$ cat config.mk
export PLATFORM = sky130hd
export DESIGN_NAME = pc_redirect_unit
export DESIGN_NICKNAME = d
export VERILOG_FILES = /design/src/rtl/pc_redirect_unit.sv
export SDC_FILE = /design/constraint.sdc
export NUM_CORES = 1
export LEC_CHECK = 0
export ABC_AREA = 1
export ABC_CLOCK_PERIOD_IN_PS = 3200
export BUFFER_PORTS_ARGS = -buffer_cell sky130_fd_sc_hd__buf_2
export CORE_ASPECT_RATIO = 0.7
export CORE_UTILIZATION = 45
export DETAILED_ROUTE_END_ITERATION = 7
export PLACE_DENSITY = 0.66
export SLEW_MARGIN = 20
export SYNTH_ARGS = -nofsm -noshare
export SYNTH_HDL_FRONTEND = slang
export SYNTH_SLANG_ARGS = --single-unit
$ cat constraint.sdc
create_clock -name clk -period 3.2 [get_ports clk]
set_input_delay 0.16 -clock clk [delete_from_list [all_inputs] [get_ports clk]]
set_output_delay 0.16 -clock clk [all_outputs]
set_load 0.01 [all_outputs]
$ cat src/rtl/pc_redirect_unit.sv
// Purpose : fetch-PC owner; resolves branch/JAL/JALR redirects from EX, issues flushes,
//           and drives a valid/ready fetch request to instruction memory.
// Latency : redirect target reaches PC one edge after the redirect (or after acceptance in PEND).
// Backpressure: PC is held while if_req=1 and if_ready=0; a redirect that cannot be accepted
//           is parked in pend_target and applied at the next accepted fetch.
//
// Ports:
//   clk, rstn      - clock (rising edge), asynchronous active-low reset
//   EX_valid       - EX stage holds a real instruction
//   Op_EX          - EX opcode (branch / JAL / JALR decoded here)
//   Zero           - branch-taken flag from the EX comparator
//   PC_EX, Imm_EX  - PC and sign-extended immediate of the EX instruction
//   RD1_EX         - rs1 value, JALR base
//   stall          - hazard stall, holds the sequential fetch PC
//   if_ready       - instruction memory accepts the request this cycle
//   if_req, PC     - fetch request valid / fetch address
//   if_drop        - returned instruction for this cycle's accepted fetch must be discarded
//   flush          - kill IF/ID and ID/EX at the next edge
//   misalign       - one-cycle pulse after a redirect whose raw target was misaligned
//   redirect_cnt   - saturating count of redirect cycles
module pc_redirect_unit #(
    parameter logic [31:0] RESET_PC = 32'h0000_0000,
    parameter logic [31:0] TRAP_PC  = 32'h0000_0100
) (
    input  logic        clk,
    input  logic        rstn,
    input  logic        EX_valid,
    input  logic [6:0]  Op_EX,
    input  logic        Zero,
    input  logic [31:0] PC_EX,
    input  logic [31:0] Imm_EX,
    input  logic [31:0] RD1_EX,
    input  logic        stall,
    input  logic        if_ready,
    output logic        if_req,
    output logic [31:0] PC,
    output logic        if_drop,
    output logic        flush,
    output logic        misalign,
    output logic [15:0] redirect_cnt
);

    localparam logic [6:0] OP_BRANCH = 7'b1100011;
    localparam logic [6:0] OP_JAL    = 7'b1101111;
    localparam logic [6:0] OP_JALR   = 7'b1100111;

    typedef enum logic {
        RUN  = 1'b0,
        PEND = 1'b1
    } state_t;

    state_t      state;
    logic [31:0] pend_target;

    // ------------------------------------------------------------------
    // Redirect decode and target computation
    // ------------------------------------------------------------------
    logic        is_branch;
    logic        is_jal;
    logic        is_jalr;
    logic        redirect;
    logic [31:0] tgt_base;
    logic [31:0] tgt_sum;
    logic [31:0] raw_target;
    logic        tgt_misaligned;
    logic [31:0] target;
    logic        accepted;

    always_comb begin
        is_branch = (Op_EX == OP_BRANCH);
        is_jal    = (Op_EX == OP_JAL);
        is_jalr   = (Op_EX == OP_JALR);
        redirect  = EX_valid & ((is_branch & Zero) | is_jal | is_jalr);

        // JALR adds to rs1, branch/JAL add to the instruction's own PC.
        tgt_base  = is_jalr ? RD1_EX : PC_EX;
        tgt_sum   = tgt_base + Imm_EX;
        // JALR clears bit 0 before the alignment check, so only bit 1 can trap it.
        raw_target = is_jalr ? (tgt_sum & ~32'h1) : tgt_sum;

        tgt_misaligned = (raw_target[1:0] != 2'b00);
        target         = tgt_misaligned ? TRAP_PC : raw_target;
    end

    assign accepted = if_req & if_ready;
    assign flush    = redirect;
    // The word fetched at the held PC while a redirect was pending is stale.
    assign if_drop  = (state == PEND) & accepted;

    // ------------------------------------------------------------------
    // Fetch PC state machine
    // ------------------------------------------------------------------
    always_ff @(posedge clk or negedge rstn) begin
        if (!rstn) begin
            state       <= RUN;
            PC          <= RESET_PC;
            pend_target <= 32'h0;
            if_req      <= 1'b0;
        end else begin
            if_req <= 1'b1;
            case (state)
                RUN: begin
                    if (redirect) begin
                        // Redirect overrides stall. PC must not move under an
                        // unaccepted request, so the target is parked instead.
                        if (accepted) begin
                            PC <= target;
                        end else begin
                            pend_target <= target;
                            state       <= PEND;
                        end
                    end else if (accepted && !stall) begin
                        PC <= PC + 32'd4;
                    end
                end
                PEND: begin
                    if (accepted) begin
                        // A redirect arriving in the acceptance cycle is younger
                        // than the parked one and wins.
                        PC    <= redirect ? target : pend_target;
                        state <= RUN;
                    end else if (redirect) begin
                        pend_target <= target;
                    end
                end
                default: state <= RUN;
            endcase
        end
    end

    // ------------------------------------------------------------------
    // Status: misalign pulse and saturating redirect counter
    // ------------------------------------------------------------------
    always_ff @(posedge clk or negedge rstn) begin
        if (!rstn) begin
            misalign     <= 1'b0;
            redirect_cnt <= 16'h0;
        end else begin
            misalign <= redirect & tgt_misaligned;
            if (redirect && (redirect_cnt != 16'hFFFF)) begin
                redirect_cnt <= redirect_cnt + 16'd1;
            end
        end
    end

endmodule
==> results of run 1 <==
## cell type report
class | count | share of cell area [%]
Clock buffer | 14 | 2.68
Clock inverter | 2 | 0.370
Inverter | 193 | 7.67
Multi-Input combinational cell | 1074 | 54.7
Sequential cell | 83 | 21.9
Tap cell | 231 | 3.05
Timing Repair Buffer | 171 | 9.62
## power by group
part	total, mW	switching [mW]	leakage (nW)	internal (mW)
Clock	1.04	0.415	0.141	0.627
Sequential	1.68	0.323	1.01	1.36
Combinational	2.03	1.25	4.53	0.784
## final timing paths
check                      slack (ns)               to       startpoint  cells after the start
min in group clk                 0.30   pend_target[2]         Op_EX[4]                      4
max in group asynchronous        2.58           PC[16]             rstn                      2
max reg2reg                      0.98           PC[30]            PC[3]                     14
min reg2reg                      0.49  redirect_cnt[9]  redirect_cnt[9]                      1
min                             -0.06  pend_target[30]             rstn                      1
max                              0.44           PC[16]         Op_EX[2]                     25
## critical path: stages
cell and delay (ns):
buf_2 0.07, inv_1 0.07, nor3_4 0.21, nand2_2 0.16
inv_1 0.15, nand2_1 0.06, nand2_1 0.08, ha_1 0.19
inv_1 0.06, fa_1 0.41, inv_1 0.12, nand3_1 0.07
nand3_1 0.14, nand2_1 0.07, nand2_1 0.15, nand2_1 0.07
nand2_1 0.09, nor2_1 0.04, nor2_1 0.20, nand2_1 0.09
o21ai_0 0.08, nand2_1 0.08, nand2_1 0.09, nand2_1 0.04
nand2_1 0.08
## routing by layer
| metal | GRT usage [%] | up-vias | routed length (um) |
|---|---|---|---|
| met4 | 4.74 | 0 | 301 |
| met5 | 0 | - | 0 |
| met3 | 4.98 | 27 | 2090 |
| met1 | 40.1 | 4081 | 12300 |
| li1 | - | 4642 | - |
| met2 | 42.5 | 331 | 10500 |
## cells in the mapped netlist, types with 2 or more instances
| master | instances | share of area (%) |
|---|---|---|
| xnor2_1 | 11 | 1.2 |
| nor3_2 | 2 | 0.24 |
| nor2_2 | 5 | 0.38 |
| dfrtp_1 | 83 | 25 |
| nor2_1 | 119 | 5.4 |
| inv_1 | 185 | 8.5 |
| nand4_1 | 36 | 2.7 |
| and2_1 | 2 | 0.15 |
| a21boi_0 | 2 | 0.18 |
| buf_6 | 3 | 0.41 |
| clkbuf_1 | 15 | 0.69 |
| nand3_2 | 3 | 0.37 |
| a21oi_1 | 49 | 3.0 |
| inv_2 | 7 | 0.32 |
| buf_1 | 4 | 0.18 |
| nand2_4 | 4 | 0.55 |
| buf_4 | 6 | 0.55 |
| o21ai_0 | 28 | 1.7 |
| nand2_1 | 607 | 28 |
| nor4_1 | 3 | 0.23 |
| xor2_1 | 19 | 2.0 |
| a22oi_1 | 11 | 1.0 |
| nor3_1 | 17 | 1.0 |
| o21ai_1 | 4 | 0.24 |
| nor2_4 | 7 | 0.96 |
| o21bai_1 | 2 | 0.18 |
| a31oi_1 | 26 | 2.0 |
| ha_1 | 40 | 6.1 |
| nand3_1 | 53 | 3.2 |
| nand2_2 | 4 | 0.30 |
| a41oi_1 | 3 | 0.32 |
| buf_2 | 10 | 0.61 |
| or2_2 | 4 | 0.30 |
| o31ai_1 | 4 | 0.37 |
## kinds of logic after synthesis
family | after synthesis
AND/OR/NAND/NOR | 870
buffers and inverters | 233
AO/OA/AOI/OAI | 131
flip-flops | 83
adder cells (fa/ha/maj) | 41
XOR/XNOR | 30
other | 1
multiplexers | 1
## metrics by stage
| step | util [%] | setup WS [ns] |
|---|---|---|
| 3_5_place_dp | 52.4 | 0.0777 |
| 4_1_cts | 54.0 | 0.429 |
| 2_1_floorplan | - | 0.437 |
| 5_1_grt | 54.0 | 0.0765 |
| 3_3_place_gp | 52.4 | 0.104 |
| 6_report | 54.0 | 0.438 |
## flip-flops by register name, indices dropped and copies added, names as in the netlist
signal / cells
redirect_cnt: 16
if_req: 1
state: 1
pend_target: 32
PC: 32
misalign: 1
==> results_tabular.tex, run 1 <==
\begin{tabular}{lr}
\hline
Metric & Value \\
\hline
\multicolumn{2}{l}{\textbf{Run status}} \\
Status & finished, violations left \\
Violated checks & hold timing \\
\multicolumn{2}{l}{\textbf{Layout}} \\
Final non-filler cell total & roughly 1.8k \\
Filler instances & 1867 \\
Inserted Diodes & 0 \\
Commonest cells after routing, fill and taps aside & nand2\_1 (607), inv\_1 (185), buf\_2 (159) \\
Storage cell area & between 2000 and 2500 sq um \\
Post-route cell area & 9470 sq um \\
Area of combinational cells with multiple inputs & 5170 sq um \\
Total Nets Final & 1682 \\
Commonest non-fill, non-tap cell in the layout & nand2\_1 \\
Relative area change from synthesis to final layout & 15.4\% \\
Fraction of final layout cells sized beyond drive strength 1 & approximately 15\% \\
\multicolumn{2}{l}{\textbf{Logic synthesis}} \\
Number of nets in the synthesized netlist & approximately 1.5k \\
Post-synth cell types & 46 \\
Number of synthesized register bits & 83 \\
Leading register cell type out of synthesis & dfrtp\_1 \\
Number of flops mapped to enable cells by yosys & 0 \\
Parity-gate share of the synthesized area counting xor and xnor cells & under 10\% \\
Post-synthesis sequential area ratio & $\sim$25\% \\
Post-Synthesis Mean Instance Area & roughly 6 sq um \\
Cell count after synthesis & 1390 \\
Area share of fa/ha/maj cells after synthesis & 6.34\% \\
Multiplexer area fraction after synthesis & less than 1\% \\
Simple-gate share of the synthesized area & 44.2\% \\
Complex-gate fraction of the synthesized area & under 10\% \\
Post-synthesis async set-or-reset flop share & 100\% \\
Total of warnings raised by yosys & 0 \\
Cell Area, Synth & approximately 8200 sq um \\
Main combinational cell family by area after synthesis & simple AND/OR/NAND/NOR gates \\
\multicolumn{2}{l}{\textbf{STA}} \\
Setup repair after global routing missed its margin & no \\
Post-route fraction of the period consumed by the critical path & a little under nine tenths \\
Hold Slack & -0.0558 ns \\
Total setup violations reported at the end of the flow & 0 \\
Max-slew violation count & 0 \\
Final worst clock skew & roughly 0.0041 ns \\
Final hold violation count & 25 \\
Worst-margin pin slew & just under 1 ns \\
Slew headroom & between 30\% and 40\% \\
Fmax achieved & around 360 MHz \\
Setup TNS Final & 0 ns \\
Shortest clock period the worst path allows after layout & 2.76 ns \\
\multicolumn{2}{l}{\textbf{Routing}} \\
Number of detailed-routing iterations run before antenna repair & 5 \\
Iteration-0 DRC count of the detailed router & between 600 and 700 \\
Post-DRT Antenna Nets & 0 \\
Wire length after detailed routing & roughly 25000 um \\
Total via count after detailed routing & roughly 9.1k \\
Total DRC errors in the routed layout & 0 \\
Number of vias per cell & between 5 and 6 \\
Average wire per cell in the routed design & 14.2 um \\
\multicolumn{2}{l}{\textbf{Clock tree}} \\
Max Buffers Root-to-Sink & 2 \\
Number of buffers added by the clock tree synthesis step & 9 \\
Clock edge transition at the registers on the reported setup and hold paths & 0.06 ns \\
Number of buffers inserted by hold repair at cts & 0 \\
Post-CTS setup buffer count & 0 \\
TritonCTS Sinks & 83 \\
CTS H-tree lvls & 3 \\
Clock latency on the worst-skew pair & around 0.34 ns \\
Post-CTS resize count & 0 \\
Root Buffer & clkbuf\_16 \\
TritonCTS clock tree & built \\
\multicolumn{2}{l}{\textbf{Placement}} \\
Hpwl dp & roughly 19000 um \\
Cell area after placement & just over 9000 sq um \\
GPL Wtd Cong & $\sim$0.96 \\
Placed cell count & roughly 1.8k \\
Number of buffers added on ports & 160 \\
\multicolumn{2}{l}{\textbf{GRT}} \\
Number of antenna violations at the first check in global routing & 0 \\
Wire length of the first global-routing pass & 40700 um \\
Via count of the first global-routing pass & a little over 8k \\
Global route overflow & 0 \\
Maximum number of pins on one net before global-route repair & 73 \\
Global router's overall resource usage & approximately 27\% \\
\multicolumn{2}{l}{\textbf{Pwr}} \\
Overall power & between 4 and 5 mW \\
Reported leakage power & between 5 and 6 nW \\
Cell Pwr Density & around 500 nW/um\^{}2 \\
Worst VDD drop & about 0.00043 V \\
\multicolumn{2}{l}{\textbf{Floorplan}} \\
Horizontal extent of the die & 163 um \\
Effective utilization at floorplan & between 40 and 50\% \\
Placeable Area & $\sim$18000 sq um \\
Vertical die dimension & 115 um \\
I/O pin total & 161 \\
Die footprint & 18800 sq um \\
\# rows & 40 \\
\multicolumn{2}{l}{\textbf{Critical path}} \\
Type of origin of the critical path & input port \\
Arrival time of the worst setup path & 3.04 ns \\
Required @ worst endpoint & about 3.5 ns \\
Largest fanout of any net on the critical path & 7 \\
Critical path start-end classification & input port to register \\
CP endpoint kind & register \\
\multicolumn{2}{l}{\textbf{Flow run}} \\
Number of maximum-capacitance violations & 0 \\
\multicolumn{2}{l}{\textbf{Hold path}} \\
Min-Delay Path Class & input port to async pin \\
\hline
\end{tabular}
Note: power is estimated with default switching activity, not from simulation.
==> run 2, diff against run 1 <==
ABC_CLOCK_PERIOD_IN_PS = 2240   (was 3200)
PLACE_DENSITY = 0.69   (was 0.66)
clock period = 2.24 ns   (was 3.2 ns; I/O delays follow)
==> run 2 against run 1 <==
  * The flow finishes with violations (setup timing)
  * Sequential cell count unchanged
  * Worst hold slack improved by 0.30 ns
  * Clock skew increased by 0.0052 ns
  * Register-to-register slack got worse by 0.92 ns
  * Die area unchanged
  * First-iteration DRC count increased by 14%
  * Critical path depth decreased by 5
  * Combinational power increased by 80%
  * Worst setup slack got worse by 0.69 ns
  * Critical endpoint is now PC[13]
  * Highest routed layer unchanged
==> results_tabular.tex, run 2 (same netlist as run 1, synthesis figures left out) <==
\begin{tabular}{lr}
\hline
Metric & Value \\
\hline
\multicolumn{2}{l}{\textbf{Floorplan}} \\
Vertical die dimension & 115 um (unchanged) \\
Die footprint & 18800 sq um (unchanged) \\
Placeable Area & 17500 sq um (unchanged) \\
Horizontal extent of the die & 163 um (unchanged) \\
Effective utilization at floorplan & 46.9\% (unchanged) \\
\# rows & 40 (unchanged) \\
I/O pin total & 161 (unchanged) \\
\multicolumn{2}{l}{\textbf{Routing}} \\
Number of vias per cell & 5.21 (+1.4\%) \\
Total via count after detailed routing & 9774 (+7.6\%) \\
Number of detailed-routing iterations run before antenna repair & 5 (unchanged) \\
Total DRC errors in the routed layout & 0 (unchanged) \\
Wire length after detailed routing & 27800 um (+11\%) \\
Average wire per cell in the routed design & 14.8 um (+4.2\%) \\
Iteration-0 DRC count of the detailed router & 749 (+14\%) \\
Post-DRT Antenna Nets & 0 (unchanged) \\
\multicolumn{2}{l}{\textbf{GRT}} \\
Number of antenna violations at the first check in global routing & 0 (unchanged) \\
Via count of the first global-routing pass & 8912 (+7.5\%) \\
Global router's overall resource usage & 28.3\% (+0.86 points) \\
Wire length of the first global-routing pass & 42200 um (+3.7\%) \\
Maximum number of pins on one net before global-route repair & 55 (-25\%) \\
Global route overflow & 0 (unchanged) \\
\multicolumn{2}{l}{\textbf{Layout}} \\
Area of combinational cells with multiple inputs & 6120 sq um (+18\%) \\
Commonest cells after routing, fill and taps aside & nand2\_1 (530), inv\_1 (172), buf\_2 (158) \\
Inserted Diodes & 0 (unchanged) \\
Storage cell area & 2080 sq um (unchanged) \\
Total Nets Final & 1790 (+6.4\%) \\
Fraction of final layout cells sized beyond drive strength 1 & 31.2\% (+17 points) \\
Filler instances & 1545 (-17\%) \\
Commonest non-fill, non-tap cell in the layout & nand2\_1 \\
Relative area change from synthesis to final layout & 39.3\% \\
Final non-filler cell total & 1876 (+6.1\%) \\
Registers with the most flip-flops & PC x32, pend\_target x32, redirect\_cnt x16 \\
\multicolumn{2}{l}{\textbf{Critical path}} \\
Type of origin of the critical path & input port \\
Highest-delay cell along the critical path & ha\_4 \\
Arrival time of the worst setup path & 2.75 ns (-0.29 ns) \\
CP endpoint kind & register \\
Cell with the most instances on the worst path & nand2\_1 \\
CP bufs+invs & 5 (unchanged) \\
Critical path start-end classification & input port to register \\
CP cell instances & buf\_8 -> inv\_12 -> nor3\_4 -> nand2\_4 -> clkbuf\_16 -> nand2\_2 -> nand2\_4 -> ha\_4 -> nand2\_2 -> buf\_4 -> nor3\_2 -> nand2\_1 -> nand2\_4 -> buf\_4 -> nor2\_1 -> nor2\_2 -> nand2\_1 -> nand2\_1 -> nand2\_1 -> a31oi\_1 \\
Critical Path Max Stage Delay & 0.28 ns (-0.13 ns) \\
Largest fanout of any net on the critical path & 6 (-1) \\
Required @ worst endpoint & 2.50 ns (-0.97 ns) \\
CP delay by family, top & simple AND/OR/NAND/NOR gates \\
\multicolumn{2}{l}{\textbf{STA}} \\
Setup repair after global routing missed its margin & yes \\
Smallest setup slack after layout & -0.254 ns (-0.692 ns) \\
Shortest clock period the worst path allows after layout & between 2 and 2.5 ns \\
Fmax achieved & $\sim$400 MHz \\
Worst-margin pin slew & 0.690 ns (-0.289 ns) \\
Hold Slack & 0.246 ns (+0.302 ns) \\
Total setup violations reported at the end of the flow & 54 (+54) \\
Final worst clock skew & 0.00930 ns (+0.00522 ns) \\
Max-slew violation count & 0 (unchanged) \\
Slew headroom & 53.9\% (+19 points) \\
Post-route fraction of the period consumed by the critical path & 111\% \\
Final hold violation count & 0 (-100\%) \\
\multicolumn{2}{l}{\textbf{Run status}} \\
Violated checks & setup timing \\
Status & finished, violations left \\
\multicolumn{2}{l}{\textbf{Clock tree}} \\
Max Buffers Root-to-Sink & 2 (unchanged) \\
Clock latency on the worst-skew pair & 0.35 ns (about the same) \\
Root Buffer & clkbuf\_16 \\
Clock edge transition at the registers on the reported setup and hold paths & 0.06 ns (about the same) \\
TritonCTS Sinks & 83 (unchanged) \\
TritonCTS clock tree & built \\
Number of buffers added by the clock tree synthesis step & 9 (unchanged) \\
CTS H-tree lvls & 3 (unchanged) \\
\multicolumn{2}{l}{\textbf{Placement}} \\
Setup WS pre-CTS & -0.621 ns (-0.698 ns) \\
Hpwl dp & 19900 um (+2.8\%) \\
Number of buffers added on ports & 160 (unchanged) \\
Placed cell count & 1836 (+4.8\%) \\
GPL Wtd Cong & 0.960 (+0.28\%) \\
\multicolumn{2}{l}{\textbf{Pwr}} \\
Worst VDD drop & 0.000634 V (+46\%) \\
Cell Pwr Density & 666 nW/um\^{}2 (+33\%) \\
Reported leakage power & 6.37 nW (+12\%) \\
Overall power & 7.62 mW (+60\%) \\
\multicolumn{2}{l}{\textbf{Hold path}} \\
Min-Delay Path Class & input port to register \\
\multicolumn{2}{l}{\textbf{Flow run}} \\
Number of maximum-capacitance violations & 0 (unchanged) \\
\hline
\end{tabular}
-- run 2: cell types whose count changed in the layout (fill, tap and decap cells not counted), moves of 15 or more --
cell | before | now
nor2_2 | 5 | 23
a21oi_1 | 49 | 34
ha_4 | 0 | 30
nand2_2 | 4 | 71
ha_1 | 40 | 10
buf_4 | 10 | 103
nor2_1 | 119 | 95
nand2_1 | 607 | 530
-- run 2: worst paths after layout --
kind | to | depth (start not counted) | from | slack [ns]
worst max-delay path | PC[13] | 20 | Op_EX[2] | -0.25
min in group asynchronous | pend_target[30] | 2 | rstn | 0.30
worst min-delay path | PC[0] | 5 | if_ready | 0.25
worst min register to register | PC[0] | 2 | PC[0] | 0.49
max in group asynchronous | pend_target[12] | 3 | rstn | 1.32
worst max register to register | PC[30] | 14 | PC[2] | 0.06
-- run 2: per-layer routing --
layer / GRT usage (%) / part of all wire [%]
met2: 45.4 / 44
met1: 39.7 / 47
met5: 0 / 0
met4: 6.04 / 1.8
met3: 5.05 / 7.5
-- run 2: repair_timing --
item                       CTS  global route
setup endpoints to repair   58            59
setup buffers                7            12
pin swaps                   15            57
hold endpoints to repair    40             0
resized for setup           54           155
hold buffers                 1             0
cloned                       0             4
-- run 2: where the power goes --
| part | internal [mW] | switching (mW) | total (mW) |
|---|---|---|---|
| Combinational | 1.55 | 2.10 | 3.65 |
| Clock | 0.974 | 0.616 | 1.59 |
| Sequential | 1.94 | 0.429 | 2.37 |
-- run 2: worst register-to-register path, stage by stage (launching register included) --
cell and delay (ns):
dfrtp_1 0.36, ha_1 0.18, nand2_2 0.07, inv_2 0.08, nand3_2 0.09, nor2_4 0.25
nand2_1 0.13, nor2_2 0.25, a21boi_0 0.16, o21ai_1 0.21, nand2_1 0.08, nand2_1 0.05
nand2_1 0.06, nand2_1 0.05, nand2_1 0.05
-- run 2: metrics by stage --
step / util (%) / TNS, ns / cell area [sq um]
after floorplan: - / -2.97 / 8310
after CTS: 60.3 / -2.14 / 10600
final: 65.3 / -6.29 / 11400
after global routing: 65.3 / -17.99 / 11400
after detailed placement: 56.7 / -31.08 / 9930
after global placement: 56.7 / -27.55 / 9930
-- run 2: cell type report --
| type | instances | share of cell area [%] |
|---|---|---|
| multi-input combinational | 1074 | 53.5 |
| sequential | 83 | 18.2 |
| timing repair buffer | 279 | 16.4 |
| inverter | 193 | 6.67 |
| tap | 231 | 2.53 |
| clock buffer | 11 | 2.04 |
| clock inverter | 5 | 0.679 |
==> run 3, diff against run 2 <==
ABC_AREA = not set   (was 1)
ABC_CLOCK_PERIOD_IN_PS = 2800   (was 2240)
PLACE_DENSITY = 0.68   (was 0.69)
SKIP_LAST_GASP = 1   (was not set)
clock period = 2.8 ns   (was 2.24 ns; I/O delays follow)
==> run 3 against run 2 <==
  * Global-route usage is 1.6 points lower
  * Clock skew is 0.0018 ns lower
  * The flow still finishes with violations (setup timing)
  * Clock-buffer cell count is 1 higher
  * Clock power is 32% lower
==> results_tabular.tex, run 3 <==
\begin{tabular}{lr}
\hline
Metric & Value \\
\hline
\multicolumn{2}{l}{\textbf{Routing}} \\
Post-DRT Antenna Nets & 0 (unchanged) \\
Iteration-0 DRC count of the detailed router & 378 (-50\%) \\
Wire length after detailed routing & 19500 um (-30\%) \\
Number of vias per cell & 5.48 (+5.2\%) \\
Total via count after detailed routing & 6651 (-32\%) \\
Average wire per cell in the routed design & 16.0 um (+8.1\%) \\
Number of detailed-routing iterations run before antenna repair & 5 (unchanged) \\
Total DRC errors in the routed layout & 0 (unchanged) \\
\multicolumn{2}{l}{\textbf{Logic synthesis}} \\
Post-Synthesis Mean Instance Area & 8.35 sq um (+41\%) \\
Leading register cell type out of synthesis & dfrtp\_1 \\
Post-synthesis sequential area ratio & 32.5\% (+7.2 points) \\
Area leader, netlist & dfrtp\_1 \\
Number of flops mapped to enable cells by yosys & 0 (unchanged) \\
Leading post-synthesis cells by instance count & nand2\_1 (121), dfrtp\_1 (83), a21oi\_1 (60), o21ai\_0 (50), ha\_1 (40) \\
Post-synthesis async set-or-reset flop share & 100\% (unchanged) \\
Post-synth cell types & 62 (+35\%) \\
Total of warnings raised by yosys & 0 (unchanged) \\
Main area contributors after synthesis & dfrtp\_1 (33\%), ha\_1 (7.8\%), nand2\_1 (7.1\%), mux2\_2 (5.8\%), xnor2\_1 (5.4\%) \\
Number of synthesized register bits & 83 (unchanged) \\
Number of nets in the synthesized netlist & 914 (-41\%) \\
Cell Area, Synth & 6380 sq um (-22\%) \\
Most common cell in the synthesized netlist & nand2\_1 \\
Cell count after synthesis & 764 (-45\%) \\
Post-synth top area share & 32.5\% (+4.8 points) \\
\multicolumn{2}{l}{\textbf{GRT}} \\
Maximum number of pins on one net before global-route repair & 84 (+53\%) \\
Number of antenna violations at the first check in global routing & 0 (unchanged) \\
Wire length of the first global-routing pass & 30700 um (-27\%) \\
Global route overflow & 0 (unchanged) \\
Via count of the first global-routing pass & 6215 (-30\%) \\
Global router's overall resource usage & 26.7\% (-1.6 points) \\
\multicolumn{2}{l}{\textbf{Pwr}} \\
Overall power & 3.95 mW (-48\%) \\
Sw frac & 33.0\% (-8.3 points) \\
Cell Pwr Density & 426 nW/um\^{}2 (-36\%) \\
Fraction of power consumed by the clock network & 27.3\% (+6.4 points) \\
Net switching component of the power & 1.30 mW (-59\%) \\
Flop pwr share & 36.2\% (+5.0 points) \\
Worst VDD drop & 0.000338 V (-47\%) \\
Design internal power & 2.65 mW (-41\%) \\
Reported leakage power & 4.36 nW (-32\%) \\
Logic pwr share & 36.5\% (-12 points) \\
\multicolumn{2}{l}{\textbf{Hold path}} \\
Min-Delay Path Class & input port to register \\
\multicolumn{2}{l}{\textbf{Clock tree}} \\
Clock edge transition at the registers on the reported setup and hold paths & 0.06 ns (about the same) \\
TritonCTS Sinks & 83 (unchanged) \\
CTS H-tree lvls & 3 (unchanged) \\
Number of buffers added by the clock tree synthesis step & 9 (unchanged) \\
Max Buffers Root-to-Sink & 2 (unchanged) \\
TritonCTS clock tree & built \\
Root Buffer & clkbuf\_16 \\
Clock latency on the worst-skew pair & 0.34 ns (about the same) \\
\multicolumn{2}{l}{\textbf{Critical path}} \\
Critical Path Max Stage Delay & 0.37 ns (+0.09 ns) \\
Arrival time of the worst setup path & 3.36 ns (+0.61 ns) \\
Highest-delay cell along the critical path & a221o\_1 \\
CP bufs+invs & 4 (-1) \\
CP delay by family, top & compound AO/OA/AOI/OAI gates \\
Required @ worst endpoint & 3.03 ns (+0.53 ns) \\
Type of origin of the critical path & input port \\
Largest fanout of any net on the critical path & 6 (unchanged) \\
CP endpoint kind & register \\
CP cell instances & buf\_6 -> and4b\_1 -> and2\_4 -> nand3b\_1 -> buf\_6 -> buf\_12 -> mux2\_4 -> ha\_4 -> a21o\_1 -> a221o\_1 -> a31oi\_4 -> a31oi\_2 -> o221a\_4 -> a31oi\_2 -> xor2\_1 -> buf\_4 -> o21ai\_1 \\
Critical path start-end classification & input port to register \\
\multicolumn{2}{l}{\textbf{Floorplan}} \\
I/O pin total & 161 (unchanged) \\
\# rows & 35 (-13\%) \\
Vertical die dimension & 102 um (-12\%) \\
Effective utilization at floorplan & 47.3\% (+0.46 points) \\
Placeable Area & 13500 sq um (-23\%) \\
Die footprint & 14700 sq um (-22\%) \\
Horizontal extent of the die & 144 um (-12\%) \\
\multicolumn{2}{l}{\textbf{STA}} \\
Final worst clock skew & 0.00750 ns (-0.00180 ns) \\
Shortest clock period the worst path allows after layout & $\sim$3.1 ns \\
Worst-margin pin slew & 0.587 ns (-0.104 ns) \\
Setup repair after global routing missed its margin & yes \\
Total setup violations reported at the end of the flow & 37 (-31\%) \\
Slew headroom & 60.9\% (+7.0 points) \\
Final hold violation count & 0 (unchanged) \\
Fmax achieved & around 320 MHz \\
Post-route fraction of the period consumed by the critical path & 112\% \\
Smallest setup slack after layout & -0.337 ns (-0.0827 ns) \\
Max-slew violation count & 0 (unchanged) \\
\multicolumn{2}{l}{\textbf{Placement}} \\
Cell area after placement & 8390 sq um (-16\%) \\
GPL Wtd Cong & 0.887 (-7.6\%) \\
Hpwl dp & 13800 um (-31\%) \\
Number of buffers added on ports & 160 (unchanged) \\
\multicolumn{2}{l}{\textbf{Layout}} \\
Final core occ & 68.7\% (+3.5 points) \\
Relative area change from synthesis to final layout & 45.3\% \\
Fraction of final layout cells sized beyond drive strength 1 & 41.3\% (+10 points) \\
Commonest cells after routing, fill and taps aside & buf\_2 (158), nand2\_1 (120), buf\_4 (118) \\
Inserted Diodes & 0 (unchanged) \\
Post-route cell area & 9270 sq um (-19\%) \\
Commonest non-fill, non-tap cell in the layout & buf\_2 \\
Registers with the most flip-flops & PC x32, pend\_target x32, redirect\_cnt x16 \\
Total Nets Final & 1175 (-34\%) \\
\multicolumn{2}{l}{\textbf{Run status}} \\
Status & finished, violations left \\
Violated checks & setup timing \\
\multicolumn{2}{l}{\textbf{Flow run}} \\
Number of maximum-capacitance violations & 0 (unchanged) \\
\hline
\end{tabular}
[run 3: stage by stage]
stage	hold slack, ns	std cells	worst slack [ns]	TNS, ns
finish	0.0136	1214	-0.337	-5.04
global route	0.0268	1214	-0.426	-9.42
CTS	0.00296	1206	-0.184	-1.86
detailed placement	0.205	1182	-0.598	-18.21
global placement	0.208	1182	-0.518	-16.16
floorplan	-0.156	764	-0.301	-4.89
[run 3: power groups by stage]
stage                     sequential, mW  clock, mW  combinational (mW)
after floorplan                     1.45          0               0.686
after global routing                1.45       1.14                1.57
after global placement              1.45          0                1.23
after detailed placement            1.45          0                1.24
after CTS                           1.43       1.08                1.32
final                               1.43       1.08                1.44
[run 3: what timing repair did]
item                                    CTS  global route
hold endpoints to repair                 83             0
setup buffers                             6             8
hold buffers                              1             0
pin swaps                                 9            35
endpoints found under the setup margin   32            45
resized for setup                        40            55
gates cloned                              2             0
[run 3: final timing paths]
check,end,start,cells after the start,slack (ns)
min in group asynchronous,PC[5],rstn,3,0.36
worst min register to register,pend_target[20],pend_target[20],2,0.48
max in group asynchronous,pend_target[28],rstn,3,2.07
worst max register to register,PC[31],PC[9],8,0.46
worst max-delay path,pend_target[27],Op_EX[4],17,-0.34
worst min-delay path,state,if_ready,2,0.01
[run 3: metal layers]
layer | up-vias | track usage, % | share of wire, %
met2 | 202 | 43.6 | 47
met3 | 23 | 4.78 | 5.3
li1 | 3276 | - | -
met4 | 0 | 4.70 | 1.3
met1 | 3150 | 37.4 | 47
met5 | - | 0 | 0
[run 3: layout make-up]
class	instances	area, sq um
clock buffer	12	246
clock inverter	3	15.0
inverter	13	48.8
timing repair buffer	289	1890
tap	185	231
sequential	83	2080
fill	1087	4220
multi-input combinational	629	4760
[run 3: kinds of logic (layout without fill, tap and decap cells)]
| kind of cell | count (synthesis) | count (layout) | synth area share [%] |
|---|---|---|---|
| flops | 83 | 83 | 32.5 |
| xor+xnor | 69 | 69 | 9.47 |
| simple gates | 263 | 263 | 19.1 |
| fa+ha+maj | 41 | 41 | 8.16 |
| buf+inv | 52 | 317 | 3.12 |
| other cells | 1 | 1 | 0.0588 |
| mux | 36 | 36 | 6.29 |
| compound gates | 219 | 219 | 21.2 |
[run 3: worst register-to-register path: cells and delay by family (launching register included)]
kind               cells  cell delay [ns]
and+or+nand+nor        4             1.21
AOI/OAI and AO/OA      4             0.56
DFF                    1             0.46
